File: src/rtl/move_scheduler.sv
// Move-tick generator and turn scheduler for the snake game.
// Define TURN_QUEUE_EN for a 2-entry turn FIFO; otherwise a single latest-wins pending turn.
module move_scheduler #(
  parameter int TICK_SLOW = 20000000,
  parameter int TICK_FAST = 10000000
) (
  input  logic       clock,
  input  logic       restart_n,
  input  logic       enable,
  input  logic       pause,
  input  logic       velocity,
  input  logic [3:0] buttons,
  output logic       move_tick,
  output logic [1:0] direction,
  output logic [1:0] queue_count,
  output logic [1:0] db_state
);

  localparam int TICK_MAX = (TICK_SLOW > TICK_FAST) ? TICK_SLOW : TICK_FAST;
  localparam int CNT_W    = $clog2(TICK_MAX + 1);
  localparam logic [CNT_W-1:0] SLOW_LAST = CNT_W'(TICK_SLOW - 1);
  localparam logic [CNT_W-1:0] FAST_LAST = CNT_W'(TICK_FAST - 1);

`ifdef TURN_QUEUE_EN
  localparam int DEPTH = 2;
`else
  localparam int DEPTH = 1;
`endif

  typedef enum logic [1:0] {
    IDLE   = 2'b00,
    RUN    = 2'b01,
    PAUSED = 2'b10
  } state_t;

  state_t           state_q, state_d;
  logic [CNT_W-1:0] cnt_q, cnt_d;
  logic [CNT_W-1:0] period_last;
  logic             vel_q;
  logic [3:0]       btn_q;
  logic [3:0]       rise;
  logic [1:0]       dir_q, dir_d;
  logic [1:0]       fill_q, fill_d, fill_pp;
  logic [1:0]       q_q [DEPTH];
  logic [1:0]       q_d [DEPTH];
  logic [1:0]       req, hdg;
  logic             pop, push;

  // Highest-priority newly pressed button: up > down > left > right.
  function automatic logic [1:0] prio_dir(input logic [3:0] r);
    logic [1:0] d;
    if (r[3])      d = 2'b11;
    else if (r[2]) d = 2'b10;
    else if (r[1]) d = 2'b01;
    else           d = 2'b00;
    return d;
  endfunction

  // Opposite headings differ only in bit 0 (right/left, down/up).
  function automatic logic is_reject(input logic [1:0] r, input logic [1:0] h);
    return (r == h) || (r == {h[1], ~h[0]});
  endfunction

  always_comb begin
    state_d     = state_q;
    cnt_d       = cnt_q;
    dir_d       = dir_q;
    fill_d      = fill_q;
    fill_pp     = fill_q;
    q_d         = q_q;
    move_tick   = 1'b0;
    pop         = 1'b0;
    push        = 1'b0;
    hdg         = dir_q;
    period_last = vel_q ? FAST_LAST : SLOW_LAST;
    rise        = buttons & ~btn_q;
    req         = prio_dir(rise);

    unique case (state_q)
      IDLE: begin
        cnt_d  = '0;
        fill_d = '0;
      end
      RUN: begin
        move_tick = (cnt_q >= period_last);
        cnt_d     = move_tick ? '0 : cnt_q + 1'b1;
        pop       = move_tick && (fill_q != 2'd0);
        if (pop) begin
          dir_d   = q_q[0];
          q_d[0]  = q_q[DEPTH-1];
          fill_pp = fill_q - 2'd1;
        end
`ifdef TURN_QUEUE_EN
        // Reference heading is the post-pop tail, or the post-pop direction when empty.
        hdg  = (fill_pp != 2'd0) ? (fill_q[1] ? q_q[1] : q_q[0]) : dir_d;
        push = (rise != 4'b0000) && !is_reject(req, hdg) && (fill_pp != 2'd2);
        if (push) begin
          q_d[fill_pp[0]] = req;
          fill_d          = fill_pp + 2'd1;
        end else begin
          fill_d = fill_pp;
        end
`else
        hdg  = dir_d;
        push = (rise != 4'b0000) && !is_reject(req, hdg);
        if (push) begin
          q_d[0] = req;
          fill_d = 2'd1;
        end else begin
          fill_d = fill_pp;
        end
`endif
      end
      PAUSED: begin
      end
      default: begin
      end
    endcase

    if (!enable)    state_d = IDLE;
    else if (pause) state_d = PAUSED;
    else            state_d = RUN;
  end

  always_ff @(posedge clock) begin
    if (!restart_n) begin
      state_q <= IDLE;
      cnt_q   <= '0;
      dir_q   <= 2'b00;
      fill_q  <= '0;
      btn_q   <= 4'b0000;
      vel_q   <= 1'b0;
    end else begin
      state_q <= state_d;
      cnt_q   <= cnt_d;
      dir_q   <= dir_d;
      fill_q  <= fill_d;
      btn_q   <= buttons;
      vel_q   <= velocity;
    end
  end

  // Queue payload needs no reset: entries beyond fill_q are never read.
  always_ff @(posedge clock) begin
    q_q <= q_d;
  end

  assign direction   = dir_q;
  assign queue_count = fill_q;
  assign db_state    = state_q;

endmodule

File: config.mk
export PLATFORM = sky130hd
export DESIGN_NAME = move_scheduler
export DESIGN_NICKNAME = d
export VERILOG_FILES = /design/src/rtl/move_scheduler.sv
export SDC_FILE = /design/constraint.sdc
export NUM_CORES = 1
export LEC_CHECK = 0
export BUFFER_PORTS_ARGS = -buffer_cell sky130_fd_sc_hd__clkbuf_2
export CORE_MARGIN = 2
export CORE_UTILIZATION = 46
export DETAILED_ROUTE_END_ITERATION = 10
export GPL_TIMING_DRIVEN = 0
export PLACE_DENSITY_LB_ADDON = 0.3
export SYNTH_ARGS = -nofsm -noshare
export SYNTH_HDL_FRONTEND = slang
export SYNTH_SLANG_ARGS = --single-unit
File: constraint.sdc
create_clock -name clock -period 2.7 [get_ports clock]
set_clock_uncertainty 0.1 [all_clocks]
set_input_delay 0.135 -clock clock [delete_from_list [all_inputs] [get_ports clock]]
set_output_delay 0.135 -clock clock [all_outputs]
set_load 0.01 [all_outputs]
After elaboration in Yosys (flattened, before gate mapping):

Index checks and enable logic that the tools add are counted.

* input bits: 9
* register bits after elaboration: 38

* multiplexer cells: 13
* reductions and logical operators: 11
* order comparisons: 1
* bitwise operators: 3
* equality and inequality tests: 4
* $add $sub $neg: 2

Operator list (count)
* 25-bit two-way mux: 2
* 25-bit one-hot mux with 2 select lines: 1
* 25-bit by 1-bit adder with 25-bit output (second input constant): 1
* 25-bit >= comparator: 1
* 2-bit two-way mux: 7
* 2-bit AND reduction: 3
* 4-bit bitwise AND: 1
* 2-bit equality test: 2
* 4-bit NOT: 1
* 2-bit one-hot mux with 2 select lines: 1
* 2-bit nonzero test: 2
* 4-bit nonzero test: 1
* 3-bit != test (second input constant): 1
* 2-bit by 1-bit equality test with 1-bit output (second input constant): 1
* 1-bit logical AND: 2
* 2-bit zero test: 1
* 1-bit two-way mux: 2
* 2-bit by 1-bit subtractor with 2-bit output (second input constant): 1
* 1-bit zero test: 1
* 1-bit logical OR: 1
* 1-bit NOT: 1

Logic depth before layout (Yosys ltp):

* depth in word-level cells: 12
* mapped depth: 9

Worst setup path after synthesis:

Ideal clock, no wire load.

* path kind: register -> register
* start point: register vel_q
* end point: register q_q[0] (netlist bit) (enable)
* period minus slack after synthesis: 2541 ps
* arrival: 2105 ps
* required time: 2263 ps
* stages on the path, launching flop included: 8
* path buffers: 0
* setup slack: 159 ps
* cells stage by stage: dfxtp_1 inv_1 ha_1 nand4_1 or4_4 a21oi_4 o21ai_2 a211oi_1

* word-level cells in the longest chain between the ends: 11
* elaborated cells between the ends (all ways): 12

Ends and longest elaborated chain
* start: declaration: line 39 `logic vel_q;`
* start signal: assignment: line 139 `vel_q <= velocity;`
* 25-bit two-way mux (*): line 75 `period_last = vel_q ? FAST_LAST : SLOW_LAST;`
* 25-bit >= comparator (*): line 85 `move_tick = (cnt_q >= period_last);`
* 1-bit logical AND (*): line 87 `pop = move_tick && (fill_q != 2'd0);`
* 2-bit two-way mux (*): line 88 `if (pop) begin`
* 2-bit two-way mux (*): line 79 `unique case (state_q)`
* 1-bit NOT: line 61 `return (r == h) || (r == {h[1], ~h[0]});`
* 2-bit equality test: line 61
* 1-bit logical OR (*): line 61
* 1-bit zero test (*): line 105 `push = (rise != 4'b0000) && !is_reject(req, hdg);`
* 1-bit logical AND (*): line 105
* 2-bit AND reduction (no line) (*)
* end signal: assignment: line 145 `q_q <= q_d;`
* end: declaration: line 44 `logic [1:0] q_q [DEPTH];`

Every way passes the cells marked *; elsewhere a longest branch is shown, timed or not. The select of a mux whose other input is x is not followed.
A chain may end at the register's enable or synchronous reset.

Worst setup path after layout:

* start point: register vel_q
* end point: output port move_tick

* word-level cells in the longest chain between the ends: 3

Ends and longest elaborated chain
* 25-bit two-way mux: line 75
* 25-bit >= comparator: line 85
* 1-bit two-way mux: line 79
* end: declaration: line 13 `output logic move_tick,`

Every way passes these cells.

==> results.md <==
- Clock Pin Slew Worst Setup and Hold Paths: ~80 ps
- Via count: roughly 2300
- Core footprint: around 0.0048 sq mm
- Slowest CP cell: dfxtp_4
- Starting Density: 47.7%
- All-Layer GR Usage: between 20 and 25%
- Clock Latency Late Sink: 300 ps
- Global-route wire length before repair: 9620 microns
- Cells after Synth: ~260
- FF+latch count, synth: 38
- CTS sink cnt: 38
- Number of global-route vias before repair: between 2000 and 2500
- CP cell instances: inv_2 > ha_1 > o211a_1 > a211oi_2 > nand4b_1 > o21ai_4 > buf_4 > nor2_1 > buf_2
- Top_reg_cell synth: dfxtp_1
- Final Cycle Share: 95.9%
- Seq/Total Area, Yosys: between 30 and 40%
- Reg2reg path depth: 10
- Setup TNS Final: 0 ps
- Library cells used by synthesis: 45
- Standard-cell rows: 25
- Area Growth Syn to Fin: 16.7%
- Setup repair after global routing missed its margin: no
- Gr ovfl total: 0
- CTS root buf: clkbuf_8
- Commonest non-fill, non-tap cell in the layout: dfxtp_1
- Post-synthesis async set-or-reset flop share: 0%
- Crit path max fanout: 10
- CTS tree: done
- Peak VDD IR: around 0.31 mV
- Die width: around 74 microns
- Critical path class: reg2out
- Critical Path Max Stage Delay: ~400 ps
- Tightest Pin Transition: just over 600 ps
- Initial antenna violation count: 0
- Longest Clk Path Bufs: 2
- Pin count of the biggest net entering global routing: 13
- Final min period: about 2600 ps
- Hold Crit Class: in2reg
- DRC viols: 0
- Share of cells above drive strength 1: 14.1%
- Max_cap viols: 0
- Leakage: roughly 0.94 nW
- Most frequent cells in the layout: dfxtp_1, a31oi_1, nand2_1, nand3_1, nor2_1
- H-tree levels: 2
- Num ports: 16
- Critical Path RT: approximately 2500 ps
- Slew Limit Fails: 0
- Pre-CTS setup slack: -182 ps
- Outcome: completed
- Die span in y: 74.2 microns
- GPL Wtd Cong: 0.852
- Final setup viols: 0
- Vias/cell: 6.26
- Yosys warning total: 0
- Pre-antenna DRT Iters: 5
- WHS: roughly 110 ps
- Routed Wire Length: between 6000 and 7000 microns
- Max Fclk: between 300 and 400 MHz
- Slew HR: between 50% and 60%
- Post-synth EDFFs: 2
- Mapped Avg Cell Area: between 8 and 9 sq um
- Hold path depth: 3
- Hpwl dp: 4080 microns
- Initial DRC Count: approximately 310
- Critical path arrival: about 2400 ps
- IO Port Bufs: 14
- N_diodes: 0
- Area of the die: 0.00551 sq mm
- CTS buffer count: 5
- Post-DRT Antenna Nets: 0
- Final worst setup slack: around 110 ps
- Core Util, Final: 55.7%
- WL per Instance: roughly 17 microns
- Mapped Area: about 0.0023 sq mm
- CP endpoint kind: output port
- Final hold vios: 0
- Net Count, Synth: 285
- Crit start category: flip-flop
- PD cells: roughly 400 mW/mm^2
- Nets: about 320
-- cell type report --
type                    count  area, sq um
plain buffers              16         86.3
clock buffers               5         68.8
clock inverters             3         16.3
fillers                   432         2110
inverters                  10         37.5
multi-input cells         199         1390
flip-flops and latches     38          785
well taps                  67         83.8
repair buffers             26          180
-- metal layers --
metal | track usage (%) | part of all wire (%) | vias up | wire, microns
met3 | 5.42 | 7.7 | 18 | 469
met2 | 36.3 | 46 | 111 | 2810
li1 | - | - | 1090 | -
met4 | 9.52 | 1.8 | 0 | 112
met1 | 30.3 | 44 | 1058 | 2670
met5 | 0 | 0 | - | 0
-- flip-flops by register name (all words and copies together) (netlist names) --
name         flops
db_state         2
direction        2
vel_q            1
cnt_q           25
btn_q            4
queue_count      2
q_q              2
-- through the flow --
step	total power [W]	instance area, sq um	cells
global route	0.00109	2650	364
finish	0.00106	2650	364
detailed placement	0.000666	2420	344
floorplan	0.000641	2270	263
CTS	0.00106	2620	362
global placement	0.000664	2420	344
-- where the power goes --
group | internal [W] | leakage, nW | switching [W]
clock | 0.000177 | 0.0416 | 0.000215
combinational | 0.0000352 | 0.590 | 0.0000527
sequential | 0.000572 | 0.310 | 0.00000622
-- logic make-up after synthesis --
family          after synthesis  synth area share [%]
simple gates                109                  27.8
compound gates               70                  22.3
flops                        38                  34.4
buf+inv                      26                  5.35
fa+ha+maj                    13                  7.17
mux                           5                  2.21
xor+xnor                      2                 0.772
-- path summary, 6_finish.rpt --
path	from	to	slack, ps
worst max register to register	vel_q	cnt_q[4]	150
worst min register to register	cnt_q[24]	cnt_q[24]	390
worst min-delay path	restart_n	direction[1]	110
worst max-delay path	vel_q	move_tick	110
-- critical path: cells and delay by family, from the launching register on --
family | cells | cell delay, ps
simple gates | 2 | 320
flops | 1 | 400
buf+inv | 3 | 450
compound gates | 3 | 590
fa+ha+maj | 1 | 290
-- Yosys cell counts, types with 6 or more instances --
master     n  area [sq um]
dfxtp_1   36           721
a31oi_1   23           144
nand2_1   19          71.3
nand3_1   17          85.1
nor2_1    15          56.3
ha_1      13           163
nand4b_1  13           114
clkbuf_1  11          41.3
a41oi_1   10          87.6
inv_1     10          37.5
a21oi_1    9          45.0
nand4_1    9          56.3
and3_1     6          37.5
and4_1     6          52.6
-- repair_timing --
item / in CTS / in global routing
hold buffers: 8 / 0
resized for setup: 5 / 3
endpoints found under the hold margin: 7 / 0
pin swaps: 2 / 4
setup endpoints to repair: 29 / 13
buffers inserted: 2 / 2
No activity file was read; power rests on OpenSTA's default activity.
